<file path="config.mk">
export PLATFORM = sky130hd
export DESIGN_NAME = if_id_stage
export DESIGN_NICKNAME = d
export VERILOG_FILES = /design/src/rtl/if_id_stage.sv
export SDC_FILE = /design/constraint.sdc
export NUM_CORES = 1
export LEC_CHECK = 0
export BUFFER_PORTS_ARGS = -buffer_cell sky130_fd_sc_hd__buf_4
export CORE_UTILIZATION = 40
export DETAILED_ROUTE_END_ITERATION = 10
export GPL_ROUTABILITY_DRIVEN = 0
export PLACE_DENSITY_LB_ADDON = 0.2
export SLEW_MARGIN = 20
export SYNTH_ARGS = -nofsm -noshare
export SYNTH_HDL_FRONTEND = slang
export SYNTH_SLANG_ARGS = --single-unit
</file>
<file path="constraint.sdc">
create_clock -name clk -period 2 [get_ports clk]
set_clock_uncertainty 0.05 [all_clocks]
set_input_delay 0.4 -clock clk [delete_from_list [all_inputs] [get_ports clk]]
set_output_delay 0.4 -clock clk [all_outputs]
set_load 0.01 [all_outputs]
</file>
<file path="src/rtl/if_id_stage.sv">
`default_nettype none
// ============================================================================
// Module      : if_id_stage
// Description : Instruction fetch with one outstanding request, registered ID
//               slot with a one-entry skid buffer, and immediate-type decode.
// Revision    : 1.0 - initial release
// ============================================================================
module if_id_stage #(
    parameter logic [31:0] RESET_PC = 32'h0000_0000
) (
    input  logic        clk,
    input  logic        rst_n,
    output logic        imem_req,
    output logic [31:0] imem_addr,
    input  logic        imem_gnt,
    input  logic        imem_rvalid,
    input  logic [31:0] imem_rdata,
    input  logic        stall,
    input  logic        flush,
    input  logic        redirect_valid,
    input  logic [31:0] redirect_pc,
    output logic        id_valid,
    output logic [31:0] id_pc,
    output logic [31:0] id_instr,
    output logic [24:0] id_imm_bits,
    output logic [1:0]  id_imm_src,
    output logic        id_illegal
);

    typedef enum logic [1:0] {
        S_REQ  = 2'd0,
        S_WAIT = 2'd1,
        S_DROP = 2'd2,
        S_HOLD = 2'd3
    } state_t;

    localparam logic [6:0] c_OP_IMM   = 7'b0010011;
    localparam logic [6:0] c_OP_LOAD  = 7'b0000011;
    localparam logic [6:0] c_OP_JALR  = 7'b1100111;
    localparam logic [6:0] c_OP_STORE = 7'b0100011;
    localparam logic [6:0] c_OP_BR    = 7'b1100011;
    localparam logic [6:0] c_OP_JAL   = 7'b1101111;
    localparam logic [6:0] c_OP_REG   = 7'b0110011;
    localparam logic [6:0] c_OP_LUI   = 7'b0110111;
    localparam logic [6:0] c_OP_AUIPC = 7'b0010111;

    state_t      r_state;
    state_t      w_state_nxt;
    logic [31:0] r_pc;
    logic        r_id_valid;
    logic [31:0] r_id_pc;
    logic [31:0] r_id_instr;
    logic        r_skid_valid;
    logic [31:0] r_skid_pc;
    logic [31:0] r_skid_instr;
    logic        w_can_load;
    logic        w_accept_resp;
    logic        w_skid_drain;
    logic        w_known_op;
    logic [6:0]  w_opcode;

    // Flush empties the slot in the same edge, so it frees the slot like !stall.
    assign w_can_load    = !(r_id_valid && stall) || flush;
    assign w_accept_resp = (r_state == S_WAIT) && imem_rvalid && !redirect_valid;
    assign w_skid_drain  = (r_state == S_HOLD) && !stall && !flush && !redirect_valid;

    // rst_n gating keeps the request low while reset is held.
    assign imem_req  = rst_n && (r_state == S_REQ) && !redirect_valid;
    assign imem_addr = r_pc;

    always_ff @(posedge clk or negedge rst_n) begin
        if (!rst_n) begin
            r_state <= S_REQ;
        end else begin
            r_state <= w_state_nxt;
        end
    end

    always_comb begin
        w_state_nxt = r_state;
        case (r_state)
            S_REQ: begin
                if (imem_req && imem_gnt) begin
                    w_state_nxt = S_WAIT;
                end
            end
            S_WAIT: begin
                if (redirect_valid) begin
                    w_state_nxt = imem_rvalid ? S_REQ : S_DROP;
                end else if (imem_rvalid) begin
                    w_state_nxt = w_can_load ? S_REQ : S_HOLD;
                end
            end
            S_DROP: begin
                if (imem_rvalid) begin
                    w_state_nxt = S_REQ;
                end
            end
            S_HOLD: begin
                if (redirect_valid || flush || !stall) begin
                    w_state_nxt = S_REQ;
                end
            end
            default: w_state_nxt = S_REQ;
        endcase
    end

    always_ff @(posedge clk or negedge rst_n) begin
        if (!rst_n) begin
            r_pc         <= RESET_PC;
            r_id_valid   <= 1'b0;
            r_id_pc      <= 32'h0;
            r_id_instr   <= 32'h0;
            r_skid_valid <= 1'b0;
            r_skid_pc    <= 32'h0;
            r_skid_instr <= 32'h0;
        end else if (redirect_valid) begin
            r_pc         <= {redirect_pc[31:2], 2'b00};
            r_id_valid   <= 1'b0;
            r_skid_valid <= 1'b0;
        end else begin
            if (w_accept_resp) begin
                r_pc <= r_pc + 32'd4;
            end

            if (w_accept_resp && w_can_load) begin
                r_id_valid <= 1'b1;
                r_id_pc    <= r_pc;
                r_id_instr <= imem_rdata;
            end else if (w_skid_drain) begin
                r_id_valid <= 1'b1;
                r_id_pc    <= r_skid_pc;
                r_id_instr <= r_skid_instr;
            end else if (flush || !stall) begin
                r_id_valid <= 1'b0;
            end

            if (w_accept_resp && !w_can_load) begin
                r_skid_valid <= 1'b1;
                r_skid_pc    <= r_pc;
                r_skid_instr <= imem_rdata;
            end else if (flush || w_skid_drain) begin
                r_skid_valid <= 1'b0;
            end
        end
    end

    assign id_valid    = r_id_valid;
    assign id_pc       = r_id_pc;
    assign id_instr    = r_id_instr;
    assign id_imm_bits = r_id_instr[31:7];
    assign w_opcode    = r_id_instr[6:0];

    always_comb begin
        id_imm_src = 2'b00;
        case (w_opcode)
            c_OP_STORE: id_imm_src = 2'b01;
            c_OP_BR:    id_imm_src = 2'b10;
            c_OP_JAL:   id_imm_src = 2'b11;
            default:    id_imm_src = 2'b00;
        endcase
    end

    always_comb begin
        w_known_op = 1'b0;
        case (w_opcode)
            c_OP_IMM, c_OP_LOAD, c_OP_JALR, c_OP_STORE, c_OP_BR,
            c_OP_JAL, c_OP_REG, c_OP_LUI, c_OP_AUIPC: w_known_op = 1'b1;
            default:                                  w_known_op = 1'b0;
        endcase
    end

    assign id_illegal = r_id_valid && ((r_id_instr[1:0] != 2'b11) || !w_known_op);

endmodule
`default_nettype wire

</file>
==> flow_metrics.env, run 1 <==
export IMPL_period_share_pct=101
export IMPL_drive_above_1_share_pct=40.3
export IMPL_p_leak_nw=4.91
export IMPL_cp_required_ns=1.55
export IMPL_path_clk_slew_ns=0.06
export IMPL_r2r_start="r_state[1]"
export IMPL_hold_class="in2async"
export IMPL_multi_input_area_sq_mm=0.00312
export IMPL_rsz0062_at_grt="true"
export IMPL_initial_core_util_pct=41.0
export IMPL_whs_ns=0.121
export IMPL_cts_sinks=157
export IMPL_cp_start_kind="flip-flop"
export IMPL_crit_arrival_ns=1.56
export IMPL_async_flop_share_pct=100
export IMPL_grt_antenna_before_repair=0
export IMPL_synth_area_mux_share_pct=15.2
export IMPL_initialDrtViolationCount=194
export IMPL_ir_drop_v=0.000575
export IMPL_period_minus_slack_ns=2.01
export IMPL_grt_max_degree=148
export IMPL_root_buffer="clkbuf_16"
export IMPL_die_w_um=138
export IMPL_worst_slack_ns=-0.0144
export IMPL_synth_flop_cell="dfrtp_1"
export IMPL_ys_warn_count=0
export IMPL_synth_common_cells="dfrtp_1 (157), nand2_1 (148), mux2_4 (58)"
export IMPL_slew_viol_final=0
export IMPL_dpl_worst_slack_ns=-0.0315
export IMPL_synth_area_leader_cell="dfrtp_1"
export IMPL_synthAdderAreaFrac_pct=0.169
export IMPL_grt_overflow_total=0
export IMPL_num_nets_final=910
export IMPL_synth_top_family_by_area="multiplexers"
export IMPL_synthTopCellsByArea="dfrtp_1 (53%), mux2_4 (12%), nand2_1 (7.5%), a22oi_1 (4.3%), buf_4 (3.1%)"
export IMPL_grt_pass1_wl_um=28100
export IMPL_r2r_cells=7
export IMPL_htree_levels=4
export IMPL_fillerInstances=1623
export IMPL_final_instance_count_excl_fill=1080
export IMPL_netlist_area_sq_mm=0.00740
export IMPL_wirelength_um=18300
export IMPL_setup_tns_ns=-0.0232
export IMPL_synth_edf_count=0
export IMPL_dieArea_sq_mm=0.0190
export IMPL_cts_tree="yes"
export IMPL_cts_buffer_depth=2
export IMPL_ys_seq_area_share_pct=53.1
export IMPL_fmax_mhz=496
export IMPL_seqPwrFrac_pct=43.2
export IMPL_power_frac_comb_pct=23.2
export IMPL_critPathKind="reg2out"
export IMPL_die_y_um=138
export IMPL_viasPerCell=5.09
export IMPL_drtPass1Iterations=5
export IMPL_cts_buffers=17
export IMPL_critPathLaunch="id_instr[6]"
export IMPL_area_growth_pct=31.5
export IMPL_num_vias=5497
export IMPL_post_route_drc_count=0
export IMPL_postSynthAreaPerCell_sq_um=11.4
export IMPL_critPathMaxFanout=7
export IMPL_hpwlAfterDp_um=12400
export IMPL_fp_row_count=49
export IMPL_track_usage_pct=19.4
export IMPL_drv_cap=0
export IMPL_port_buffers=190
export IMPL_synth_top_area_share_pct=53.1
export IMPL_clock_latency_ns=0.42
export IMPL_ys_types=48
export IMPL_powerDensity_mw_per_mm2=944
export IMPL_regArea_sq_mm=0.00393
export IMPL_synth_simple_gate_area_share_pct=13.4
export IMPL_n_antenna_cell=0
export IMPL_intPower_mw=6.47
export IMPL_pin_count=197
export IMPL_total_power_mw=9.19
export IMPL_dpl_cell_count=1039
export IMPL_first_global_vias=5395
export IMPL_fin_util_pct=54.0
export IMPL_power_switching_mw=2.72
export IMPL_syn_inst=649
export IMPL_maxSlewHeadroom_pct=48.7
export IMPL_ant_nets=0
export IMPL_worstMarginPinSlew_ns=0.770
export IMPL_switching_share_pct=29.6
export IMPL_setup_viol=2
export IMPL_clockPowerShare_pct=33.6
export IMPL_placed_area_sq_mm=0.00904
export IMPL_crit_end="id_imm_src[0]"
export IMPL_r2r_slack_ns=0.13
export IMPL_hold_viol=0
export IMPL_synth_most_common_cell="dfrtp_1"
export IMPL_outcome="finished, violations left"
export IMPL_end_kind="output port"
export IMPL_ys_seq_elements=157
export IMPL_synth_compound_area_share_pct=8.73
export IMPL_final_area_sq_mm=0.00973
export IMPL_wl_per_cell_um=16.9
export IMPL_r2r_end="imem_addr[22]"
export IMPL_violations="negative setup slack"
export IMPL_synthXorXnorAreaFrac_pct=3.32
export IMPL_core_area_sq_mm=0.0180
## power groups by stage
stage,sequential [mW],clock [mW],combinational (mW)
after global routing,4.04,3.31,2.36
after floorplan,4.18,0,0.783
after detailed placement,4.03,0,2.03
after global placement,4.00,0,2.00
after CTS,3.98,3.18,2.13
final,3.97,3.08,2.13
## cell families after synthesis
logic type      after synthesis
simple gates                206
mux                          83
other cells                   1
flops                       157
fa+ha+maj                     1
xor+xnor                     28
buf+inv                      68
compound gates              105
## worst max-delay path: stages, from the launching register on
cell,delay [ns]
dfrtp_2,0.46
or3_1,0.34
a211oi_2,0.20
buf_4,0.15
## registers in the layout (all words and copies together) (netlist names)
register	count
r_state	2
id_valid	1
id_instr	32
r_skid_pc	30
id_pc	30
imem_addr	30
r_skid_instr	32
## how the worst min path moves through the flow
stage / endpoint / slack, ns / cells after the start / startpoint
floorplan: id_instr[0] / 0.05 / 0 / rst_n
global placement: id_instr[9] / 0.15 / 1 / rst_n
detailed placement: id_instr[7] / 0.15 / 1 / rst_n
CTS: imem_addr[4] / 0.12 / 3 / redirect_pc[4]
global route: imem_addr[4] / 0.13 / 3 / redirect_pc[4]
finish: r_skid_instr[10] / 0.12 / 2 / rst_n
## cell type report
cell class	count	area share, %
Clock buffer	17	4.37
Inverter	3	0.116
Tap cell	229	2.94
Sequential cell	157	40.4
Clock inverter	15	1.43
Timing Repair Buffer	232	18.6
Multi-Input combinational cell	427	32.1
## layer usage
metal | part of all wire [%] | GRT usage, % | wire length, um
met2 | 47 | 30.6 | 8570
met1 | 45 | 25.4 | 8230
met4 | 1.9 | 7.85 | 340
met3 | 6.2 | 5.15 | 1140
met5 | 0 | 0 | 0
## layout by cell type (no fill, tap or decap), types with 4 or more instances in the layout
| cell type | instances |
|---|---|
| buf_4 | 224 |
| dfrtp_1 | 154 |
| nand2_1 | 148 |
| mux2_4 | 58 |
| a22oi_1 | 42 |
| o21ai_1 | 29 |
| o21ai_0 | 23 |
| mux2i_1 | 22 |
| xor2_1 | 21 |
| clkbuf_16 | 17 |
| nand4_1 | 11 |
| nor2_1 | 6 |
| xnor2_1 | 6 |
| nand3_1 | 5 |
| and3_1 | 5 |
| clkinvlp_4 | 5 |
| buf_12 | 5 |
| a21oi_1 | 4 |
| conb_1 | 4 |
| inv_6 | 4 |
## timing repair
item / in CTS / in global routing
pin swaps: 1 / 2
hold buffers: 1 / 0
resized for setup: 8 / 5
setup endpoints to repair: 2 / 59
buffers inserted: 6 / 2
endpoints found under the hold margin: 10 / 0
Note: power is estimated with default switching activity, not from simulation.
==> inputs of run 2 (changes only) <==
Settings changed: HOLD_SLACK_MARGIN from default to 0.1, SETUP_SLACK_MARGIN from default to 0.15.
Clock period 2 ns to 2.2 ns, I/O delays scaled along.
==> run 2 against run 1 <==
Net effect:
- the run now ends clean
- routed wire length rose by 0.97%
- non-clock buffer count shrank 16
- sequential share of layout area grew 0.22 points
- utilization is 0.31 points lower
- register-to-register slack improved by 0.14 ns
- largest cell class unchanged
==> flow_metrics.env, run 2 (same netlist as run 1, synthesis figures left out) <==
export IMPL_outcome="finished, final reports clean"
export IMPL_drtPass1Iterations=4
export IMPL_switching_share_pct=27.5
export IMPL_post_route_drc_count=0
export IMPL_r2r_cells=4
export IMPL_end_kind="output port"
export IMPL_setup_viol=0
export IMPL_wirelength_um=18500
export IMPL_pin_count=197
export IMPL_port_buffers=190
export IMPL_n_antenna_cell=0
export IMPL_grt_pass1_wl_um=28300
export IMPL_slew_viol_final=0
export IMPL_clock_latency_ns=0.41
export IMPL_crit_arrival_ns=1.57
export IMPL_final_common_cell="buf_4"
export IMPL_track_usage_pct=19.7
export IMPL_drv_cap=0
export IMPL_die_y_um=138
export IMPL_htree_levels=4
export IMPL_hold_viol=0
export IMPL_ant_nets=0
export IMPL_dpl_worst_slack_ns=0.144
export IMPL_placed_area_sq_mm=0.00894
export IMPL_maxSlewHeadroom_pct=52.7
export IMPL_period_share_pct=93.6
export IMPL_cts_sinks=157
export IMPL_fillerInstances=1573
export IMPL_critPathKind="reg2out"
export IMPL_first_global_vias=5327
export IMPL_initialDrtViolationCount=289
export IMPL_rsz0062_at_grt="true"
export IMPL_cts_buffer_depth=2
export IMPL_die_w_um=138
export IMPL_path_clk_slew_ns=0.06
export IMPL_period_minus_slack_ns=2.06
export IMPL_final_area_sq_mm=0.00967
export IMPL_clockPowerShare_pct=36.5
export IMPL_area_growth_pct=30.8
export IMPL_grt_max_degree=133
export IMPL_hpwlAfterDp_um=12300
export IMPL_core_area_sq_mm=0.0180
export IMPL_power_switching_mw=2.38
export IMPL_viasPerCell=5.10
export IMPL_fp_row_count=49
export IMPL_final_cell_mix="buf_4 (208), dfrtp_1 (155), nand2_1 (148)"
export IMPL_fmax_mhz=486
export IMPL_drive_above_1_share_pct=39.0
export IMPL_cp_start_kind="flip-flop"
export IMPL_num_vias=5423
export IMPL_grt_antenna_before_repair=0
export IMPL_intPower_mw=6.28
export IMPL_dieArea_sq_mm=0.0190
export IMPL_initial_core_util_pct=41.0
export IMPL_hold_class="in2async"
export IMPL_grt_overflow_total=0
export IMPL_fin_util_pct=53.7
export IMPL_num_nets_final=894
export IMPL_wl_per_cell_um=17.4
export IMPL_total_power_mw=8.67
export IMPL_worst_slack_ns=0.141
export IMPL_powerDensity_mw_per_mm2=896
export IMPL_cp_required_ns=1.71
export IMPL_setup_tns_ns=0
export IMPL_critPathMaxFanout=6
export IMPL_ir_drop_v=0.000551
export IMPL_worstMarginPinSlew_ns=0.709
export IMPL_p_leak_nw=4.88
export IMPL_seqPwrFrac_pct=42.1
export IMPL_cts_buffers=17
export IMPL_cts_tree="yes"
export IMPL_power_frac_comb_pct=21.4
export IMPL_root_buffer="clkbuf_16"
run 2: power by group through the flow:
| stage | combinational, mW | sequential, mW | clock (mW) |
|---|---|---|---|
| 2_1_floorplan | 0.712 | 3.80 | 0 |
| 3_3_place_gp | 1.77 | 3.67 | 0 |
| 3_5_place_dp | 1.79 | 3.70 | 0 |
| 4_1_cts | 1.85 | 3.65 | 3.25 |
| 5_1_grt | 2.05 | 3.71 | 3.36 |
| 6_report | 1.85 | 3.65 | 3.16 |
run 2: final cells by class:
cell class / instances / area, sq um / share of cell area [%]
clock buffer: 21 / 480 / 4.97
clock inverter: 10 / 161 / 1.67
inverter: 3 / 11.3 / 0.116
multi-input combinational: 427 / 3110 / 32.1
sequential: 157 / 3930 / 40.6
tap: 229 / 287 / 2.96
timing repair buffer: 216 / 1690 / 17.5
run 2: critical path, stage by stage (launching register included):
cell and delay (ns):
dfrtp_2 0.44, or3_4 0.38, a211oi_2 0.19, buf_4 0.15
run 2: metrics by stage:
stage	std cells	hold slack [ns]
after floorplan	652	0.0944
after global placement	1026	0.414
after detailed placement	1026	0.414
after CTS	1061	0.163
after global routing	1063	0.173
final	1063	0.145
run 2: worst paths after layout:
path / startpoint / to / slack [ns]
min in group clk: redirect_pc[21] / imem_addr[21] / 0.18
max reg2reg: r_state[1] / r_skid_instr[15] / 0.27
max: id_instr[2] / id_imm_src[0] / 0.14
min: rst_n / id_pc[28] / 0.14
max in group asynchronous: rst_n / r_state[1] / 1.19
min reg2reg: id_pc[2] / id_pc[2] / 0.42
run 2: per-layer routing:
metal / track usage [%] / part of all wire, % / routed length [um]
met1: 26.0 / 44 / 8100
met2: 31.4 / 49 / 9010
met3: 4.93 / 6.3 / 1170
met4: 6.88 / 0.91 / 168
met5: 0 / 0 / 0
run 2: timing repair:
action,in CTS,in global routing
endpoints found under the setup margin,2,46
buffers inserted,3,2
hold buffers,1,0
resized for setup,6,4
endpoints found under the hold margin,25,0
pin swaps,2,1
==> inputs of run 3 (changes only) <==
Settings changed: CORE_UTILIZATION 40 to 53.
==> run 3 against run 2 <==
Net effect:
- via count rose by 2.2%
- first-iteration DRC count rose by 45%
- worst setup slack got worse by 0.0022 ns
- combinational power barely moved
- flip-flop and latch count did not move
- non-clock buffer count fell by 3
- register-to-register slack got worse by 0.05 ns
- hold slack improved by 0.0022 ns
- cell area fell by 1.5%
- sequential power barely moved
- die area fell by 24%
- largest cell class unchanged
- largest power group unchanged
==> flow_metrics.env, run 3 (same netlist as run 1, synthesis figures left out) <==
export IMPL_grt_max_degree=158
export IMPL_initial_core_util_pct=55.0
export IMPL_wirelength_um=17800
export IMPL_wl_per_cell_um=17.7
export IMPL_regArea_sq_mm=0.00393
export IMPL_root_buffer="clkbuf_16"
export IMPL_dpl_cell_count=968
export IMPL_crit_arrival_ns=1.57
export IMPL_ir_drop_v=0.000564
export IMPL_cp_required_ns=1.71
export IMPL_cp_start_kind="flip-flop"
export IMPL_critPathLaunch="id_instr[2]"
export IMPL_maxSlewHeadroom_pct=45.4
export IMPL_port_buffers=190
export IMPL_clockPowerShare_pct=35.6
export IMPL_fillerInstances=988
export IMPL_period_share_pct=93.7
export IMPL_area_growth_pct=28.8
export IMPL_critPathKind="reg2out"
export IMPL_end_kind="output port"
export IMPL_setup_viol=0
export IMPL_cts_sinks=157
export IMPL_track_usage_pct=25.6
export IMPL_outcome="finished, final reports clean"
export IMPL_powerDensity_mw_per_mm2=895
export IMPL_cts_buffers=17
export IMPL_hold_class="in2async"
export IMPL_r2r_end="r_skid_instr[13]"
export IMPL_final_instance_count_excl_fill=1009
export IMPL_grt_overflow_total=0
export IMPL_p_leak_nw=4.85
export IMPL_num_nets_final=892
export IMPL_cts_buffer_depth=2
export IMPL_htree_levels=4
export IMPL_total_power_mw=8.52
export IMPL_fp_row_count=42
export IMPL_rsz0062_at_grt="true"
export IMPL_n_antenna_cell=0
export IMPL_clock_latency_ns=0.42
export IMPL_ant_nets=0
export IMPL_die_y_um=120
export IMPL_grt_antenna_before_repair=0
export IMPL_hpwlAfterDp_um=11200
export IMPL_grt_pass1_wl_um=28600
export IMPL_power_switching_mw=2.33
export IMPL_final_common_cell="buf_4"
export IMPL_power_frac_comb_pct=21.8
export IMPL_hold_viol=0
export IMPL_intPower_mw=6.20
export IMPL_viasPerCell=5.50
export IMPL_num_vias=5545
export IMPL_cts_tree="yes"
export IMPL_fmax_mhz=485
export IMPL_switching_share_pct=27.3
export IMPL_worstMarginPinSlew_ns=0.820
export IMPL_drive_above_1_share_pct=38.4
export IMPL_first_global_vias=5534
export IMPL_die_w_um=120
export IMPL_path_clk_slew_ns=0.06
export IMPL_drtPass1Iterations=6
export IMPL_r2r_cells=4
export IMPL_r2r_slack_ns=0.22
export IMPL_seqPwrFrac_pct=42.6
export IMPL_r2r_start="r_state[1]"
export IMPL_initialDrtViolationCount=420
export IMPL_slew_viol_final=0
export IMPL_core_area_sq_mm=0.0135
export IMPL_final_cell_mix="buf_4 (208), dfrtp_1 (154), nand2_1 (148)"
export IMPL_post_route_drc_count=0
export IMPL_drv_cap=0
export IMPL_cts_hold_buf=0
export IMPL_dieArea_sq_mm=0.0144
export IMPL_critPathMaxFanout=5
export IMPL_period_minus_slack_ns=2.06
export IMPL_pin_count=197
export IMPL_multi_input_area_sq_mm=0.00310
[run 3: changes by cell type in the layout (fill, tap and decap cells not counted), sizes merged]
cell and change:
buf -3, clkinvlp -3, clkbuf +6, bufinv -1
dlygate4sd3 -1, nor2 +1
[run 3: power groups by stage]
stage / clock [mW] / combinational, mW / sequential [mW]
5_1_grt: 3.21 / 2.01 / 3.69
4_1_cts: 3.08 / 1.87 / 3.63
2_1_floorplan: 0 / 0.712 / 3.80
3_5_place_dp: 0 / 1.77 / 3.69
6_report: 3.03 / 1.86 / 3.63
3_3_place_gp: 0 / 1.74 / 3.66
[run 3: through the flow]
stage	worst slack [ns]	cell area [sq um]	setup TNS [ns]	utilization [%]	hold slack, ns
2_1_floorplan	0.390	7410	0	-	0.0944
3_3_place_gp	0.00498	8810	0	65.5	0.414
3_5_place_dp	-0.0259	8810	-0.117	65.5	0.418
4_1_cts	0.125	9500	0	70.6	0.156
5_1_grt	0.0637	9530	0	70.8	0.161
6_report	0.139	9530	0	70.8	0.147
[run 3: metal layers]
metal / track usage [%] / share of wire (%)
met2: 39.7 / 48
met1: 34.7 / 44
met4: 10.6 / 1.5
met3: 5.99 / 6.0
met5: 0 / 0
[run 3: timing repair]
item | CTS | global route
setup buffers | 6 | 1
endpoints found under the setup margin | 18 | 29
gates resized for setup | 6 | 3
pin swaps | 2 | 2
cloned | 1 | 1
[run 3: worst max path at each step]
stage | endpoint | slack [ns]
finish | id_illegal | 0.14
global route | id_imm_src[1] | 0.06
CTS | id_instr[23] | 0.13
detailed placement | id_instr[3] | -0.03
global placement | id_valid | 0.005
floorplan | r_skid_instr[0] | 0.39
[run 3: area by class of cell]
type	count	share of cell area [%]
inverters	3	0.118
clock inverters	6	1.10
flip-flops and latches	157	41.3
clock buffers	26	5.35
multi-input cells	428	32.5
repair buffers	213	17.3
well taps	176	2.31
[run 3: critical path, cell delays in order (launching register included)]
cell and delay (ns):
dfrtp_2 0.40, buf_4 0.16, nor3b_1 0.15, a2111oi_2 0.21, nor2b_1 0.08, buf_4 0.15
